<file path="config.mk">
export PLATFORM = sky130hd
export DESIGN_NAME = seq_shifter
export DESIGN_NICKNAME = d
export VERILOG_FILES = /design/src/rtl/shifter_defs_pkg.sv /design/src/rtl/shift_step.sv /design/src/rtl/seq_shifter.sv
export SDC_FILE = /design/constraint.sdc
export NUM_CORES = 1
export LEC_CHECK = 0
export BUFFER_PORTS_ARGS = -buffer_cell sky130_fd_sc_hd__clkbuf_2
export CORE_MARGIN = 8
export CORE_UTILIZATION = 25
export DETAILED_ROUTE_END_ITERATION = 16
export GPL_TIMING_DRIVEN = 0
export HOLD_SLACK_MARGIN = 0.12
export REMOVE_ABC_BUFFERS = 1
export SETUP_SLACK_MARGIN = 0.5
export SLEW_MARGIN = 20
export SYNTH_ARGS = -nofsm -noshare
export SYNTH_HDL_FRONTEND = slang
export SYNTH_HIERARCHICAL = 1
export SYNTH_SLANG_ARGS = --single-unit
</file>
<file path="constraint.sdc">
create_clock -name clk -period 2.7 [get_ports clk]
set_input_delay 0.27 -clock clk [delete_from_list [all_inputs] [get_ports clk]]
set_output_delay 0.27 -clock clk [all_outputs]
set_load 0.01 [all_outputs]
</file>
<file path="src/rtl/shifter_defs_pkg.sv">
// shifter_defs: direction/mode bit meanings shared by the sequential shifter and ALU decode.
package shifter_defs;

  localparam logic DIR_LEFT   = 1'b0;
  localparam logic DIR_RIGHT  = 1'b1;
  localparam logic FILL_ZERO  = 1'b0;
  localparam logic FILL_ARITH = 1'b1;
  localparam logic ROT_OFF    = 1'b0;
  localparam logic ROT_ON     = 1'b1;

  typedef struct packed {
    logic lr;
    logic la;
    logic rot;
  } shift_mode_t;

endpackage

</file>
<file path="src/rtl/shift_step.sv">
// shift_step: one-bit left/right shift or rotate with selectable right-shift fill.
module shift_step
  import shifter_defs::*;
#(
  parameter int WIDTH = 8
) (
  input  logic [WIDTH-1:0] y,
  input  logic             lr,
  input  logic             la,
  input  logic             rot,
  output logic [WIDTH-1:0] y_next,
  output logic             c_next
);
  logic l_fill;
  logic r_fill;
  always_comb begin
    l_fill = rot == ROT_ON ? y[WIDTH-1] : 1'b0;
    r_fill = rot == ROT_ON ? y[0] : (la == FILL_ARITH ? y[WIDTH-1] : 1'b0);
    y_next = lr == DIR_RIGHT ? {r_fill, y[WIDTH-1:1]} : {y[WIDTH-2:0], l_fill};
    c_next = lr == DIR_RIGHT ? y[0] : y[WIDTH-1];
  end
endmodule

</file>
<file path="src/rtl/seq_shifter.sv">
// seq_shifter: multi-cycle shifter stepping one bit per clock through IDLE/SHIFT/DONE.
module seq_shifter
  import shifter_defs::*;
#(
  parameter int WIDTH = 8,
  parameter int AMT_W = 4
) (
  input  logic             clk,
  input  logic             rst,
  input  logic             start,
  input  logic [WIDTH-1:0] a,
  input  logic [AMT_W-1:0] amt,
  input  logic             lr,
  input  logic             la,
  input  logic             rot,
  output logic             busy,
  output logic             done,
  output logic [WIDTH-1:0] y,
  output logic             c
);
  localparam logic [1:0] IDLE  = 2'd0;
  localparam logic [1:0] SHIFT = 2'd1;
  localparam logic [1:0] DONE  = 2'd2;
  logic [1:0]       state;
  logic [AMT_W-1:0] cnt;
  shift_mode_t      mode;
  logic [WIDTH-1:0] y_nx;
  logic             c_nx;
  logic             accept;
  assign accept = start && state != SHIFT;
  assign busy   = state == SHIFT;
  assign done   = state == DONE;
  shift_step #(.WIDTH(WIDTH)) u_step (
    .y      (y),
    .lr     (mode.lr),
    .la     (mode.la),
    .rot    (mode.rot),
    .y_next (y_nx),
    .c_next (c_nx)
  );
  // Inputs are only looked at on accept edges; the latched mode drives every step.
  always_ff @(posedge clk) begin
    if (rst) begin
      state <= IDLE;
      y     <= '0;
      c     <= 1'b0;
      cnt   <= '0;
      mode  <= '0;
    end else if (accept) begin
      y     <= a;
      c     <= 1'b0;
      cnt   <= amt;
      mode  <= '{lr: lr, la: la, rot: rot};
      state <= amt != '0 ? SHIFT : DONE;
    end else if (state == SHIFT) begin
      y     <= y_nx;
      c     <= c_nx;
      cnt   <= cnt - 1'b1;
      state <= cnt == AMT_W'(1) ? DONE : SHIFT;
    end else if (state != IDLE) begin
      state <= IDLE;
    end
  end
endmodule

</file>
==> results by group, run 1 <==
Logic synthesis
  – Cells after synthesis: 112
  – Synth area leader: dfxtp_1
  – Synth top area share: 0.357
  – Sequential share of the synthesized area: 0.357
  – Synth unique cells: 26
  – Top-count cell post-synth: dfxtp_1
  – Commonest cells in the netlist: dfxtp_1 (18), a211oi_1 (11), nor2_1 (10)
  – Register bit total from synthesis: 18
  – EDFF count, synth: 0
  – Avg Cell Area, Syn: 9.00 um^2
  – Async S/R FF share, synth: 0
  – Top cells by area, synth: dfxtp_1 (36%), mux2_4 (8.9%), a211oi_1 (8.2%)
  – Synth Flop Type: dfxtp_1
  – Synth Warn #: 6
  – Cell Area, Synth: 1010 um^2

Hold path
  – Hold path depth: 3
  – Worst Hold Endpoint: mode[1]
  – Hold Crit Start: la
  – Worst hold-check path type: primary input to flip-flop

Clocking
  – Reg clk slew, reported paths: 0.07 ns
  – CTS tree: built
  – Number of post-CTS setup repair buffers: 0
  – Maximum clock path buffer count: 2
  – Worst skew pair latency: 0.25 ns
  – Sink Count: 18
  – Root Driver: clkbuf_8
  – Num CTS Buffers: 3
  – H-tree levels: 1

Setup path
  – Critical Path Stages: 3
  – CP Max Fanout: 29
  – Crit path kind: flip-flop to output port
  – Critical Path Max Stage Delay: 0.42 ns
  – WP buf/inv: 2
  – Slowest cell on crit path: nand2b_2
  – CP endpoint kind: output port
  – Critical Path AT: 1.56 ns
  – Reg-to-Reg Start: state[1]
  – Critical Path Start: state[1]
  – FF-to-FF path depth: 4
  – CP Launch Type: flip-flop
  – CP required: 2.43 ns
  – Critical path cell sequence: nand2b_2, inv_1, clkbuf_2
  – Top delay family on crit path: buffers and inverters
  – Reg2Reg Setup Slack: 0.99 ns
  – RR Endpoint: state[0]

Placement
  – Final GP Congestion: 0.763
  – Pre-CTS setup slack: 0.543 ns
  – Post-DP HPWL: 1.68 mm
  – Cell area after placement: 1140 um^2
  – Placed insts: 181
  – PortBufs: 28

Power and ir drop
  – Switching pwr: 193 uW
  – Pleak: 0.000527 uW
  – Reg power frac: 0.465
  – Sw Ratio: 0.280
  – PwrDens: 577 nW/um^2
  – Peak supply drop: 0.169 mV
  – Gate power share: 0.221
  – Cell internal pwr: 498 uW
  – Clock network power share: 0.315

STA
  – Rel. slew slack: 0.637
  – Worst Tran Pin Value: 0.544 ns
  – Worst Slack Setup Final: 0.872 ns
  – Fin Clk Skew: 0.00326 ns
  – Slew Viols, Final: 0
  – Final setup fails: 0
  – RSZ-0062 raised after global routing: false
  – Fin. Hold Viols: 0
  – Setup TNS: 0 ns
  – Fmax: 0.547 GHz
  – Min Tclk post-route: 1.83 ns
  – Final worst path period share: 0.677

Floorplan
  – Die Ht: 79.5 um
  – # rows: 23
  – Initial Util: 0.256
  – Die area: 6320 um^2
  – Chip width: 79.5 um
  – Io pins: 29
  – Core area: 3940 um^2

Cells and area
  – Register area: 360 um^2
  – Final instance area: 1200 um^2
  – Ant. Diodes: 0
  – Area of the multi-input gates: 564 um^2
  – Nets: 156
  – Area growth syn-to-layout: 18.7%
  – Fillers: 426
  – Fin cells: 185
  – Fraction of layout cells with a size suffix above 1: 0.304

Global route
  – Largest net degree at the start of global routing: 30
  – Vias in the first global route: 856
  – GRT Total Usage: 0.0745
  – Initial antenna violation count: 0
  – Grt ovf: 0
  – First-pass GRT wire length: 3.84 mm

Run status
  – Status: completed

Detailed routing
  – Routed WL: 2.34 mm
  – Initial DRC count: 55
  – Final ANT Viol Nets: 0
  – Vias: 845
  – Post-route DRC: 0
  – Via/cell ratio: 4.57
  – Drt wl/cell: 12.7 um
  – First-pass DRT Iterations: 4

Run
  – Max-cap viol count: 0
[registers in the layout, indices dropped and copies added (netlist names)]
| signal | count |
|---|---|
| mode | 3 |
| y | 8 |
| cnt | 4 |
| c | 1 |
| state | 2 |
[metal layers]
layer | global-route usage | share of wire | vias up
li1 | - | - | 444
met1 | 0.0967 | 0.49 | 384
met2 | 0.112 | 0.45 | 15
met3 | 0.0158 | 0.049 | 2
met4 | 0.0389 | 0.012 | 0
met5 | 0 | 0 | -
[cells by family after synthesis]
group | Yosys count | share of synthesized area
buffers and inverters | 13 | 0.0856
DFF | 18 | 0.357
and+or+nand+nor | 35 | 0.170
muxes | 15 | 0.180
adders and majority gates | 2 | 0.0248
AOI/OAI and AO/OA | 29 | 0.182
[metrics by stage]
| step | util | total power (uW) | hold slack, ns |
|---|---|---|---|
| finish | 0.304 | 691 | 0.256 |
| global route | 0.304 | 732 | 0.264 |
| CTS | 0.304 | 702 | 0.253 |
| detailed placement | 0.289 | 483 | 0.476 |
| global placement | 0.289 | 482 | 0.473 |
| floorplan | - | 421 | 0.339 |
[power groups by stage]
stage | Combinational [uW] | Sequential [uW] | Clock (uW)
after floorplan | 94.6 | 327 | 0
after global placement | 155 | 327 | 0
after detailed placement | 155 | 328 | 0
after CTS | 156 | 322 | 224
after global routing | 175 | 326 | 231
final | 153 | 321 | 217
[final cells by class]
type	count	share of cell area
inverter	4	0.0125
sequential	18	0.301
timing repair buffer	28	0.117
multi-input combinational	81	0.471
clock buffer	4	0.0460
tap	50	0.0522
[what timing repair did]
item	4_1_cts	5_1_grt
hold buffers	0	0
setup endpoints to repair	1	0
resized for setup	1	0
[layout by cell type, fill, tap and decap left out, types with 4 or more instances in the layout]
cell type,instances
a211oi_1,11
a21oi_1,6
clkbuf_2,28
clkbuf_8,4
dfxtp_1,18
mux2_4,6
mux2i_1,8
nand2_1,5
nand3_1,9
nor2_1,10
nor2b_1,4
o21ai_0,7
[worst reg2reg max path: cells and delay by family (launching register included)]
| kind | cells | cell delay (ns) |
|---|---|---|
| buf+inv | 1 | 0.31 |
| compound gates | 1 | 0.15 |
| simple gates | 2 | 0.86 |
| flops | 1 | 0.32 |
[worst max path at each step]
stage	endpoint	slack (ns)
floorplan	state[0]	0.94
global placement	state[0]	0.55
detailed placement	state[0]	0.54
CTS	busy	0.84
global route	busy	0.72
finish	busy	0.87
Note: power is estimated with default switching activity, not from simulation.
==> run 2: changes to the inputs <==
==> constraint.sdc (replaced) <==
create_clock -name clk -period 1.7 [get_ports clk]
set_input_delay 0.17 -clock clk [delete_from_list [all_inputs] [get_ports clk]]
set_output_delay 0.17 -clock clk [all_outputs]
set_load 0.01 [all_outputs]
==> run 2 against run 1 <==
Against the previous run: register-to-register slack got worse by 0.50 ns; wire length rose by 10%; clock power rose by 59%; non-clock buffer count rose by 7.
==> results by group, run 2 (synthesis gave the netlist of run 1 again) <==
Placement
  – Cell area after placement: 1140 um^2 (unchanged)
  – PortBufs: 28 (unchanged)
  – Final GP Congestion: 0.763 (unchanged)
  – Post-DP HPWL: 1.68 mm (unchanged)
  – Pre-CTS setup slack: -0.457 ns (-1.00 ns)
  – Placed insts: 181 (unchanged)

Power and ir drop
  – Peak supply drop: 0.288 mV (+70%)
  – Pleak: 0.000561 uW (+6.3%)
  – Gate power share: 0.250 (+0.029)
  – PwrDens: 889 nW/um^2 (+54%)
  – Sw Ratio: 0.283 (+0.00337)
  – Cell internal pwr: 822 uW (+65%)
  – Clock network power share: 0.301 (-0.014)
  – Reg power frac: 0.449 (-0.016)
  – Switching pwr: 325 uW (+68%)

Floorplan
  – # rows: 23 (unchanged)
  – Chip width: 79.5 um (unchanged)
  – Die Ht: 79.5 um (unchanged)
  – Core area: 3940 um^2 (unchanged)
  – Io pins: 29 (unchanged)
  – Initial Util: 0.256 (unchanged)
  – Die area: 6320 um^2 (unchanged)

Cells and area
  – Max reg flops: 8 (unchanged)
  – Ant. Diodes: 0 (unchanged)
  – Fillers: 421 (-1.2%)
  – Largest Register: y
  – Top Registers: y x8, cnt x4, mode x3
  – Commonest cells after routing, fill and taps aside: clkbuf_2 (27), dfxtp_1 (14), a211oi_1 (11)
  – Most common cell after layout, fill and taps aside: clkbuf_2
  – Fin cells: 193 (+4.3%)
  – Nets: 164 (+5.1%)
  – Final instance area: 1290 um^2 (+7.7%)
  – Fraction of layout cells with a size suffix above 1: 0.392 (+0.0879)
  – Area growth syn-to-layout: 27.9%

Clocking
  – Sink Count: 18 (unchanged)
  – Worst skew pair latency: 0.25 ns (about the same)
  – Reg clk slew, reported paths: 0.07 ns (about the same)
  – Maximum clock path buffer count: 2 (unchanged)
  – Num CTS Buffers: 3 (unchanged)
  – CTS tree: built
  – Root Driver: clkbuf_8
  – H-tree levels: 1 (unchanged)

STA
  – Slew Viols, Final: 0 (unchanged)
  – Rel. slew slack: 0.654 (+0.0174)
  – Fmax: 0.823 GHz
  – Worst Slack Setup Final: 0.485 ns (-0.387 ns)
  – Min Tclk post-route: 1.21 ns
  – RSZ-0062 raised after global routing: true
  – Fin Clk Skew: 0.00358 ns (+0.000319 ns)
  – Final setup fails: 0 (unchanged)
  – Fin. Hold Viols: 0 (unchanged)
  – Final worst path period share: 0.715
  – Worst Tran Pin Value: 0.519 ns (-0.0254 ns)

Setup path
  – WP buf/inv: 0 (-2)
  – CP required: 1.87 ns (-0.56 ns)
  – Critical Path Max Stage Delay: 0.38 ns (-0.04 ns)
  – Critical path cell sequence: or3_4, or3_1, a31oi_1
  – CP Max Fanout: 4 (-86%)
  – Reg-to-Reg Start: cnt[0]
  – Slowest cell on crit path: or3_4
  – Reg2Reg Setup Slack: 0.49 ns (-0.50 ns)
  – CP Launch Type: flip-flop
  – Top delay family on crit path: simple AND/OR/NAND/NOR gates
  – FF-to-FF path depth: 3 (-1)
  – CP endpoint kind: flip-flop
  – Crit path kind: flip-flop to flip-flop
  – Critical Path AT: 1.39 ns (-0.17 ns)
  – RR Endpoint: cnt[3]

Global route
  – GRT Total Usage: 0.0822 (+0.00766)
  – Initial antenna violation count: 0 (unchanged)
  – First-pass GRT wire length: 4.20 mm (+9.4%)
  – Vias in the first global route: 903 (+5.5%)
  – Grt ovf: 0 (unchanged)
  – Largest net degree at the start of global routing: 20 (-33%)

Detailed routing
  – Post-route DRC: 0 (unchanged)
  – Routed WL: 2.59 mm (+10%)
  – Via/cell ratio: 4.57 (about the same)
  – Drt wl/cell: 13.4 um (+5.8%)
  – Initial DRC count: 53 (-3.6%)
  – First-pass DRT Iterations: 4 (unchanged)
  – Vias: 882 (+4.4%)
  – Final ANT Viol Nets: 0 (unchanged)

Hold path
  – Hold path depth: 3 (unchanged)
  – Hold Crit Start: lr
  – Worst Hold Endpoint: mode[2]
  – Worst hold-check path type: primary input to flip-flop

Run
  – Max-cap viol count: 0 (unchanged)

Run status
  – Status: completed
[run 2: cell count changes in the layout (fill, tap and decap cells not counted), sizes merged]
cell,change
clkinvlp,+1
inv,-1
buf,+8
clkbuf,-1
nand2b,+1
[run 2: metrics by stage]
stage | TNS (ns) | total power, uW | utilization | hold WS [ns]
detailed placement | -2.77 | 767 | 0.289 | 0.420
global placement | -2.53 | 766 | 0.289 | 0.412
finish | 0 | 1150 | 0.327 | 0.151
global route | 0 | 1210 | 0.327 | 0.163
floorplan | -0.0650 | 669 | - | 0.239
CTS | 0 | 1150 | 0.321 | 0.147
[run 2: timing repair]
action / in CTS / in global routing
gates cloned: 1 / 0
buffers inserted: 6 / 1
setup endpoints to repair: 19 / 8
resized for setup: 7 / 8
hold buffers: 0 / 0
[run 2: power by group through the flow]
stage | clock, uW | combinational [uW] | sequential, uW
global placement | 0 | 246 | 519
floorplan | 0 | 150 | 519
detailed placement | 0 | 247 | 521
finish | 345 | 286 | 515
CTS | 355 | 279 | 516
global route | 370 | 320 | 522
[run 2: how the worst max path moves through the flow]
| stage | start | to | slack, ns | cells past startpoint |
|---|---|---|---|---|
| final | cnt[0] | cnt[3] | 0.49 | 3 |
| after detailed placement | state[1] | state[0] | -0.46 | 4 |
| after global placement | state[1] | state[0] | -0.45 | 4 |
| after global routing | cnt[0] | cnt[3] | 0.40 | 3 |
| after CTS | cnt[0] | cnt[3] | 0.48 | 3 |
| after floorplan | state[1] | state[0] | -0.06 | 4 |
[run 2: tightest hold or removal path, delay by kind of cell]
family / cells / cell delay, ns
buffers and inverters: 1 / 0.08
AO/OA/AOI/OAI: 1 / 0.06
AND/OR/NAND/NOR: 1 / 0.06
[run 2: layer usage]
layer  share of wire  track usage  wire length [um]
met5               0            0                 0
met3           0.044       0.0158               115
met2            0.44        0.126              1150
met1            0.50        0.107              1290
met4           0.011       0.0389                29
[run 2: cell type report]
cell class | instances | area [um^2] | area share
clock buffers | 4 | 55.1 | 0.0427
repair buffers | 35 | 199 | 0.154
flip-flops and latches | 18 | 368 | 0.285
well taps | 50 | 62.6 | 0.0485
inverters | 4 | 18.8 | 0.0145
multi-input cells | 82 | 587 | 0.455
